[src/rtl/imem_boot_loader_if.sv]
// ---------------------------------------------------------------------------
// imem_boot_loader_if
//
// Bundles the signals between the boot loader, its byte source, the
// instruction memory write port and the core-control/status outputs.
//
//   rx_valid    byte source -> loader : byte available on rx_data
//   rx_data     byte source -> loader : stream byte
//   rx_ready    loader -> byte source : loader can take a byte this cycle
//   imem_we     loader -> imem        : one-cycle write strobe
//   imem_addr   loader -> imem        : word index being written
//   imem_wdata  loader -> imem        : assembled 32-bit instruction word
//   core_rst    loader -> core        : held high until a verified load
//   done        loader -> status      : sticky, load good
//   error       loader -> status      : sticky, load failed
//   err_code    loader -> status      : 0 none, 1 size, 2 checksum, 3 timeout
//
// Modports:
//   master : the environment (byte source, memory, status observer)
//   slave  : the boot loader itself
// ---------------------------------------------------------------------------
interface imem_boot_loader_if #(
   parameter int ADDR_W = 10
);
   logic              rx_valid;
   logic [7:0]        rx_data;
   logic              rx_ready;
   logic              imem_we;
   logic [ADDR_W-1:0] imem_addr;
   logic [31:0]       imem_wdata;
   logic              core_rst;
   logic              done;
   logic              error;
   logic [1:0]        err_code;

   modport master (
      output rx_valid,
      output rx_data,
      input  rx_ready,
      input  imem_we,
      input  imem_addr,
      input  imem_wdata,
      input  core_rst,
      input  done,
      input  error,
      input  err_code
   );

   modport slave (
      input  rx_valid,
      input  rx_data,
      output rx_ready,
      output imem_we,
      output imem_addr,
      output imem_wdata,
      output core_rst,
      output done,
      output error,
      output err_code
   );
endinterface

[src/rtl/imem_boot_loader.sv]
// ---------------------------------------------------------------------------
// imem_boot_loader
//
// Receives a program image as a byte stream, assembles it into 32-bit words
// and writes them into instruction memory. The pipeline core is held in
// reset until the whole image has arrived and its checksum matches.
//
// Frame: N_lo, N_hi (16-bit word count, little-endian), N*4 payload bytes
// (each word little-endian), one checksum byte (mod-256 sum of payload).
//
// Ports:
//   clk   rising-edge clock
//   rst   synchronous active-high reset
//   bus   imem_boot_loader_if.slave : rx byte stream handshake, imem write
//         port, core_rst, done/error/err_code status
//
// Parameters:
//   IMEM_DEPTH      memory depth in words; largest accepted word count
//   ADDR_W          imem_addr width, 2**ADDR_W >= IMEM_DEPTH
//   TIMEOUT_CYCLES  idle cycles tolerated between bytes once a load started
// ---------------------------------------------------------------------------
module imem_boot_loader #(
   parameter int IMEM_DEPTH     = 1024,
   parameter int ADDR_W         = 10,
   parameter int TIMEOUT_CYCLES = 100000
) (
   input  logic                  clk,
   input  logic                  rst,
   imem_boot_loader_if.slave     bus
);

   typedef enum logic [2:0] {
      HDR_LO,
      HDR_HI,
      DATA,
      CHK,
      DONE,
      ERR
   } state_t;

   localparam logic [1:0] ERR_NONE    = 2'd0;
   localparam logic [1:0] ERR_SIZE    = 2'd1;
   localparam logic [1:0] ERR_CSUM    = 2'd2;
   localparam logic [1:0] ERR_TIMEOUT = 2'd3;

   localparam logic [16:0] DEPTH_LIMIT = 17'(IMEM_DEPTH);

   // The counter may step one past the last idle cycle on the way into ERR,
   // so size it to hold TIMEOUT_CYCLES itself.
   localparam int              TMO_W    = $clog2(TIMEOUT_CYCLES + 1);
   localparam logic [TMO_W-1:0] TMO_LAST = TMO_W'(TIMEOUT_CYCLES - 1);

   // Payload checksum: plain 8-bit sum, wrapping mod 256.
   function automatic logic [7:0] csum_add(input logic [7:0] acc,
                                           input logic [7:0] b);
      logic [7:0] sum;
      sum = acc + b;
      return sum;
   endfunction

   state_t            state;
   logic [7:0]        n_lo;
   logic [15:0]       n_words;
   logic [15:0]       word_cnt;
   logic [1:0]        byte_cnt;
   logic [23:0]       asm_word;
   logic [7:0]        csum;
   logic [TMO_W-1:0]  tmo_cnt;

   logic              vld_p1;
   logic [ADDR_W-1:0] addr_p1;
   logic [31:0]       wdata_p1;

   logic              core_rst_r;
   logic              done_r;
   logic              error_r;
   logic [1:0]        err_code_r;

   logic              rx_ready_int;
   logic              timed_state;
   logic              tmo_hit;
   logic [15:0]       n_next;

   // ---- stage p0: byte acceptance --------------------------------------
   // rx_ready depends only on state; it is forced low while rst is held so
   // that the reset-time value is 0 even though HDR_LO itself is ready.
   assign rx_ready_int = !rst && (state == HDR_LO || state == HDR_HI ||
                                  state == DATA   || state == CHK);

   logic       vld_p0;
   logic [7:0] data_p0;
   assign vld_p0  = bus.rx_valid && rx_ready_int;
   assign data_p0 = bus.rx_data;

   assign timed_state = (state == HDR_HI) || (state == DATA) || (state == CHK);
   assign tmo_hit     = (tmo_cnt == TMO_LAST);
   assign n_next      = {data_p0, n_lo};

   always_ff @(posedge clk) begin
      if (rst) begin
         state      <= HDR_LO;
         n_lo       <= '0;
         n_words    <= '0;
         word_cnt   <= '0;
         byte_cnt   <= '0;
         asm_word   <= '0;
         csum       <= '0;
         tmo_cnt    <= '0;
         vld_p1     <= 1'b0;
         addr_p1    <= '0;
         wdata_p1   <= '0;
         core_rst_r <= 1'b1;
         done_r     <= 1'b0;
         error_r    <= 1'b0;
         err_code_r <= ERR_NONE;
      end else begin
         vld_p1 <= 1'b0;

         // Idle counter: runs only while a load is in flight; any accepted
         // byte (and therefore every state entry, since transitions happen
         // on accepted bytes) restarts it.
         if (timed_state && !vld_p0) begin
            tmo_cnt <= tmo_cnt + 1'b1;
         end else begin
            tmo_cnt <= '0;
         end

         case (state)
            HDR_LO: begin
               if (vld_p0) begin
                  n_lo  <= data_p0;
                  state <= HDR_HI;
               end
            end

            HDR_HI: begin
               if (vld_p0) begin
                  n_words  <= n_next;
                  word_cnt <= '0;
                  byte_cnt <= '0;
                  csum     <= '0;
                  if ({1'b0, n_next} > DEPTH_LIMIT) begin
                     state      <= ERR;
                     error_r    <= 1'b1;
                     err_code_r <= ERR_SIZE;
                  end else if (n_next == 16'd0) begin
                     state <= CHK;
                  end else begin
                     state <= DATA;
                  end
               end
            end

            DATA: begin
               if (vld_p0) begin
                  csum     <= csum_add(csum, data_p0);
                  byte_cnt <= byte_cnt + 2'd1;
                  // Little-endian assembly: each new byte enters at the top
                  // and earlier bytes slide toward bit 0.
                  asm_word <= {data_p0, asm_word[23:8]};
                  if (byte_cnt == 2'd3) begin
                     // ---- stage p1: registered memory write ----------------
                     vld_p1   <= 1'b1;
                     addr_p1  <= word_cnt[ADDR_W-1:0];
                     wdata_p1 <= {data_p0, asm_word};
                     word_cnt <= word_cnt + 16'd1;
                     if (word_cnt == n_words - 16'd1) begin
                        state <= CHK;
                     end
                  end
               end
            end

            CHK: begin
               if (vld_p0) begin
                  if (data_p0 == csum) begin
                     state      <= DONE;
                     done_r     <= 1'b1;
                     core_rst_r <= 1'b0;
                  end else begin
                     state      <= ERR;
                     error_r    <= 1'b1;
                     err_code_r <= ERR_CSUM;
                  end
               end
            end

            DONE: begin
               state <= DONE;
            end

            ERR: begin
               state <= ERR;
            end

            default: begin
               state <= HDR_LO;
            end
         endcase

         // A byte arriving on the very cycle the limit is reached wins:
         // timeout is only taken when nothing was accepted.
         if (timed_state && !vld_p0 && tmo_hit) begin
            state      <= ERR;
            error_r    <= 1'b1;
            err_code_r <= ERR_TIMEOUT;
         end
      end
   end

   assign bus.rx_ready   = rx_ready_int;
   assign bus.imem_we    = vld_p1;
   assign bus.imem_addr  = addr_p1;
   assign bus.imem_wdata = wdata_p1;
   assign bus.core_rst   = core_rst_r;
   assign bus.done       = done_r;
   assign bus.error      = error_r;
   assign bus.err_code   = err_code_r;

endmodule

[src/flat_wrapper.sv]
// flat-port wrapper written by rule: the top's interface ports become plain ports
module imem_boot_loader_flat 
#(
   parameter int IMEM_DEPTH     = 1024,
   parameter int ADDR_W         = 10,
   parameter int TIMEOUT_CYCLES = 100000
)
  (clk, rst, bus_rx_valid, bus_rx_data, bus_rx_ready, bus_imem_we, bus_imem_addr, bus_imem_wdata, bus_core_rst, bus_done, bus_error, bus_err_code);
  imem_boot_loader_if #(.ADDR_W(ADDR_W)) bus_i ();
  input  logic clk;
  input  logic rst;
  input wire logic [$bits(bus_i.rx_valid)-1:0] bus_rx_valid;
  input wire logic [$bits(bus_i.rx_data)-1:0] bus_rx_data;
  output wire logic [$bits(bus_i.rx_ready)-1:0] bus_rx_ready;
  output wire logic [$bits(bus_i.imem_we)-1:0] bus_imem_we;
  output wire logic [$bits(bus_i.imem_addr)-1:0] bus_imem_addr;
  output wire logic [$bits(bus_i.imem_wdata)-1:0] bus_imem_wdata;
  output wire logic [$bits(bus_i.core_rst)-1:0] bus_core_rst;
  output wire logic [$bits(bus_i.done)-1:0] bus_done;
  output wire logic [$bits(bus_i.error)-1:0] bus_error;
  output wire logic [$bits(bus_i.err_code)-1:0] bus_err_code;
  assign bus_i.rx_valid = bus_rx_valid;
  assign bus_i.rx_data = bus_rx_data;
  assign bus_rx_ready = bus_i.rx_ready;
  assign bus_imem_we = bus_i.imem_we;
  assign bus_imem_addr = bus_i.imem_addr;
  assign bus_imem_wdata = bus_i.imem_wdata;
  assign bus_core_rst = bus_i.core_rst;
  assign bus_done = bus_i.done;
  assign bus_error = bus_i.error;
  assign bus_err_code = bus_i.err_code;
  imem_boot_loader #(.IMEM_DEPTH(IMEM_DEPTH), .ADDR_W(ADDR_W), .TIMEOUT_CYCLES(TIMEOUT_CYCLES)) u_core (.clk(clk), .rst(rst), .bus(bus_i));
endmodule
[config.mk]
export PLATFORM = sky130hd
export DESIGN_NAME = imem_boot_loader_flat
export DESIGN_NICKNAME = d
export VERILOG_FILES = /design/src/rtl/imem_boot_loader_if.sv /design/src/rtl/imem_boot_loader.sv /design/src/flat_wrapper.sv
export SDC_FILE = /design/constraint.sdc
export NUM_CORES = 1
export LEC_CHECK = 0
export ABC_AREA = 0
export CAP_MARGIN = 5
export CORE_ASPECT_RATIO = 0.8
export CORE_UTILIZATION = 30
export CTS_CLUSTER_DIAMETER = 200
export DETAILED_ROUTE_END_ITERATION = 8
export SYNTH_ARGS = -nofsm -noshare
export SYNTH_HDL_FRONTEND = slang
export SYNTH_SLANG_ARGS = --single-unit
export TNS_END_PERCENT = 1
[constraint.sdc]
create_clock -name clk -period 3 [get_ports clk]
set_input_delay 0.6 -clock clk [delete_from_list [all_inputs] [get_ports clk]]
set_output_delay 0.6 -clock clk [all_outputs]
set_load 0.05 [all_outputs]
==> impl_metrics.toml <==
[synth]
synthFlopType = "dfxtp_1"
async_flop_share = 0
avgSynthCellArea_um2 = 8.03
synth_area_um2 = 6180
syn_nets = 793
synth.area.top_cells = "dfxtp_1 46%, nand2_1 12%, a21oi_1 8.8%, xnor2_1 4.4%, nor2_1 4.1%"
yosys_warnings = 0
ys_ff_latch = 142
synthDistinctLibCells = 57
netlist_instances = 770
synth_edf_count = 0
synth_top_area_frac = 0.460
seq_area_frac_synth = 0.460
yosysTopAreaCell = "dfxtp_1"

[routing]
dr.first_iter.drc_count = 394
avgRoutedWirePerCell_um = 13.8
drc_errors = 0
wl_mm = 15.2
vias = 5228
vias_per_cell = 4.76
ant_nets = 0
dr.pass1.iters = 5

[layout]
num_antenna_cells = 0
final_cell_area_um2 = 7640
area_growth_syn_to_layout_pct = 23.6
drive_above_1_share = 0.0815
fillers = 2100
fin_nets = 844
final_util = 0.381
final_cell_mix = "199 x nand2_1, 142 x dfxtp_1, 109 x a21oi_1, 68 x nor2_1, 57 x clkdlybuf4s50_1"
layout_commonest_cell = "nand2_1"

[cts]
tritoncts = "done"
cts.sinks = 142
cts_buffers = 17
hold_buffers = 0
cts_root_buf = "clkbuf_16"
htreeDepth = 4
clk_pin_slew_worst_paths_ps = 50
cts-resized-gates = 0
postCtsSetupBuffers = 0
cts_buffer_depth = 2
clock_latency_ps = 420

[global_route]
grt_max_degree = 75
track_usage = 0.151
grt_first_pass_wirelength_mm = 25.0
grt-ovfl-total = 0
grt_pass1_vias = 4828
antenna_found_initial = 0

[run_status]
status = "completed"

[timing]
clock.fmax_mhz = 416
fin_crit_sh = 0.802
tightest_slew_ps = 776
fin_crit_ps = 2410
final.setup.tns_ps = 0
finalHoldViolCount = 0
slew_viol_final = 0
relSlewSlack = 0.479
rsz0062_at_grt = "no"
finalSetupViolCount = 0
fin_skew_ps = 10.6

[placed_design]
dp_hpwl_mm = 10.5
place.gp.congestion = 0.860
io_buffers = 59
placed_cell_area_um2 = 7060

[run]
drv_cap = 0

[setup_path]
required_ps = 3260
endpoint_kind = "register"
worstSetupStartpointType = "primary input"
critPathKind = "primary input to register"
worstPathArrival_ps = 2670
critPathMaxFanout = 2
rrSetupSlack_ps = 740

[die]
core_um2 = 20000
dieWidth_um = 162
dieArea_um2 = 21200
die_h_um = 130
initial_core_util = 0.309
ioPinCount = 60
std_cell_rows = 46

[power]
finalPower_mw = 4.19
vdd_drop_max_mv = 0.361
power_leakage_nw = 2.62
p_per_area_nw_per_um2 = 549

[min_path]
hold_class = "register to register"
## synthesized netlist by cell type, drive strengths merged (2+ instances only)
cell     count
ha          11
and4         2
nand3b       3
buf          9
a22oi        8
nor3         6
nand2b       3
a21o         3
dfxtp      142
or4          2
a31oi        3
or3          2
and2         5
nand3       27
nand2      200
nor2        69
clkbuf      36
o21ai        6
a211oi       2
mux2i        4
o2111ai      2
a21oi      110
inv         10
xor2        27
nor3b        2
nor4         9
xnor2       31
and3         7
nand4        7
nor2b        5
nor4b        2
## routing by layer
metal  global-route usage  vias to the layer above  routed length (um)
met2                0.227                      116                6560
met1                0.212                     2424                7770
li1                     -                     2674                   -
met5                    0                        -                   0
met3               0.0350                       14                 706
met4               0.0472                        0                 148
## path summary, 6_finish.rpt
check                    start         endpoint  depth (start not counted)
min            u_core.bus.done  u_core.bus.done                          2
min reg2reg    u_core.bus.done  u_core.bus.done                          2
max             bus_rx_data[1]   u_core.csum[7]                          9
max reg2reg  u_core.n_words[2]  u_core.state[0]                          6
## sequential cells by signal, indices dropped and copies added (netlist names)
name	flops
u_core.bus.imem_we	1
u_core.bus.imem_wdata	32
u_core.tmo_cnt	17
u_core.bus.done	1
u_core.bus.imem_addr	10
u_core.asm_word	24
u_core.bus.error	1
u_core.n_words	16
u_core.csum	8
u_core.state	3
u_core.byte_cnt	2
u_core.n_lo	8
u_core.bus.err_code	2
u_core.bus.core_rst	1
u_core.word_cnt	16
## metrics by stage
stage	std cells	hold WS (ps)	worst slack (ps)
4_1_cts	1098	453	616
5_1_grt	1098	475	416
6_report	1098	450	594
2_1_floorplan	770	430	481
3_3_place_gp	1066	443	222
3_5_place_dp	1066	445	184
## cells by family after synthesis
family,Yosys count,share of synthesized area
compound gates,142,0.129
xor+xnor,58,0.0822
fa+ha+maj,12,0.0255
buf+inv,55,0.0362
flops,142,0.460
mux,5,0.00830
simple gates,356,0.259
## final cells by class
class | instances | area (um2) | area share
clock inverters | 11 | 108 | 0.0141
flip-flops and latches | 142 | 2840 | 0.372
inverters | 10 | 37.5 | 0.00491
clock buffers | 21 | 470 | 0.0616
well taps | 264 | 330 | 0.0433
multi-input cells | 573 | 3120 | 0.408
repair buffers | 77 | 733 | 0.0960
## where the power goes
part	leakage (nW)	total (mW)	internal, mW	switching, mW
registers	1.14	1.92	1.90	0.0213
logic	1.21	0.218	0.0785	0.140
clock network	0.274	2.05	1.21	0.833
## worst max-delay path, stage by stage
cell and delay (ps):
clkdlybuf4s50_1 430, ha_1 320, a21o_1 160, a21oi_1 180, o21ai_0 160, o41ai_1 350
xnor2_1 190, mux2i_1 200, a21oi_1 80
No activity file was read; power rests on OpenSTA's default activity.
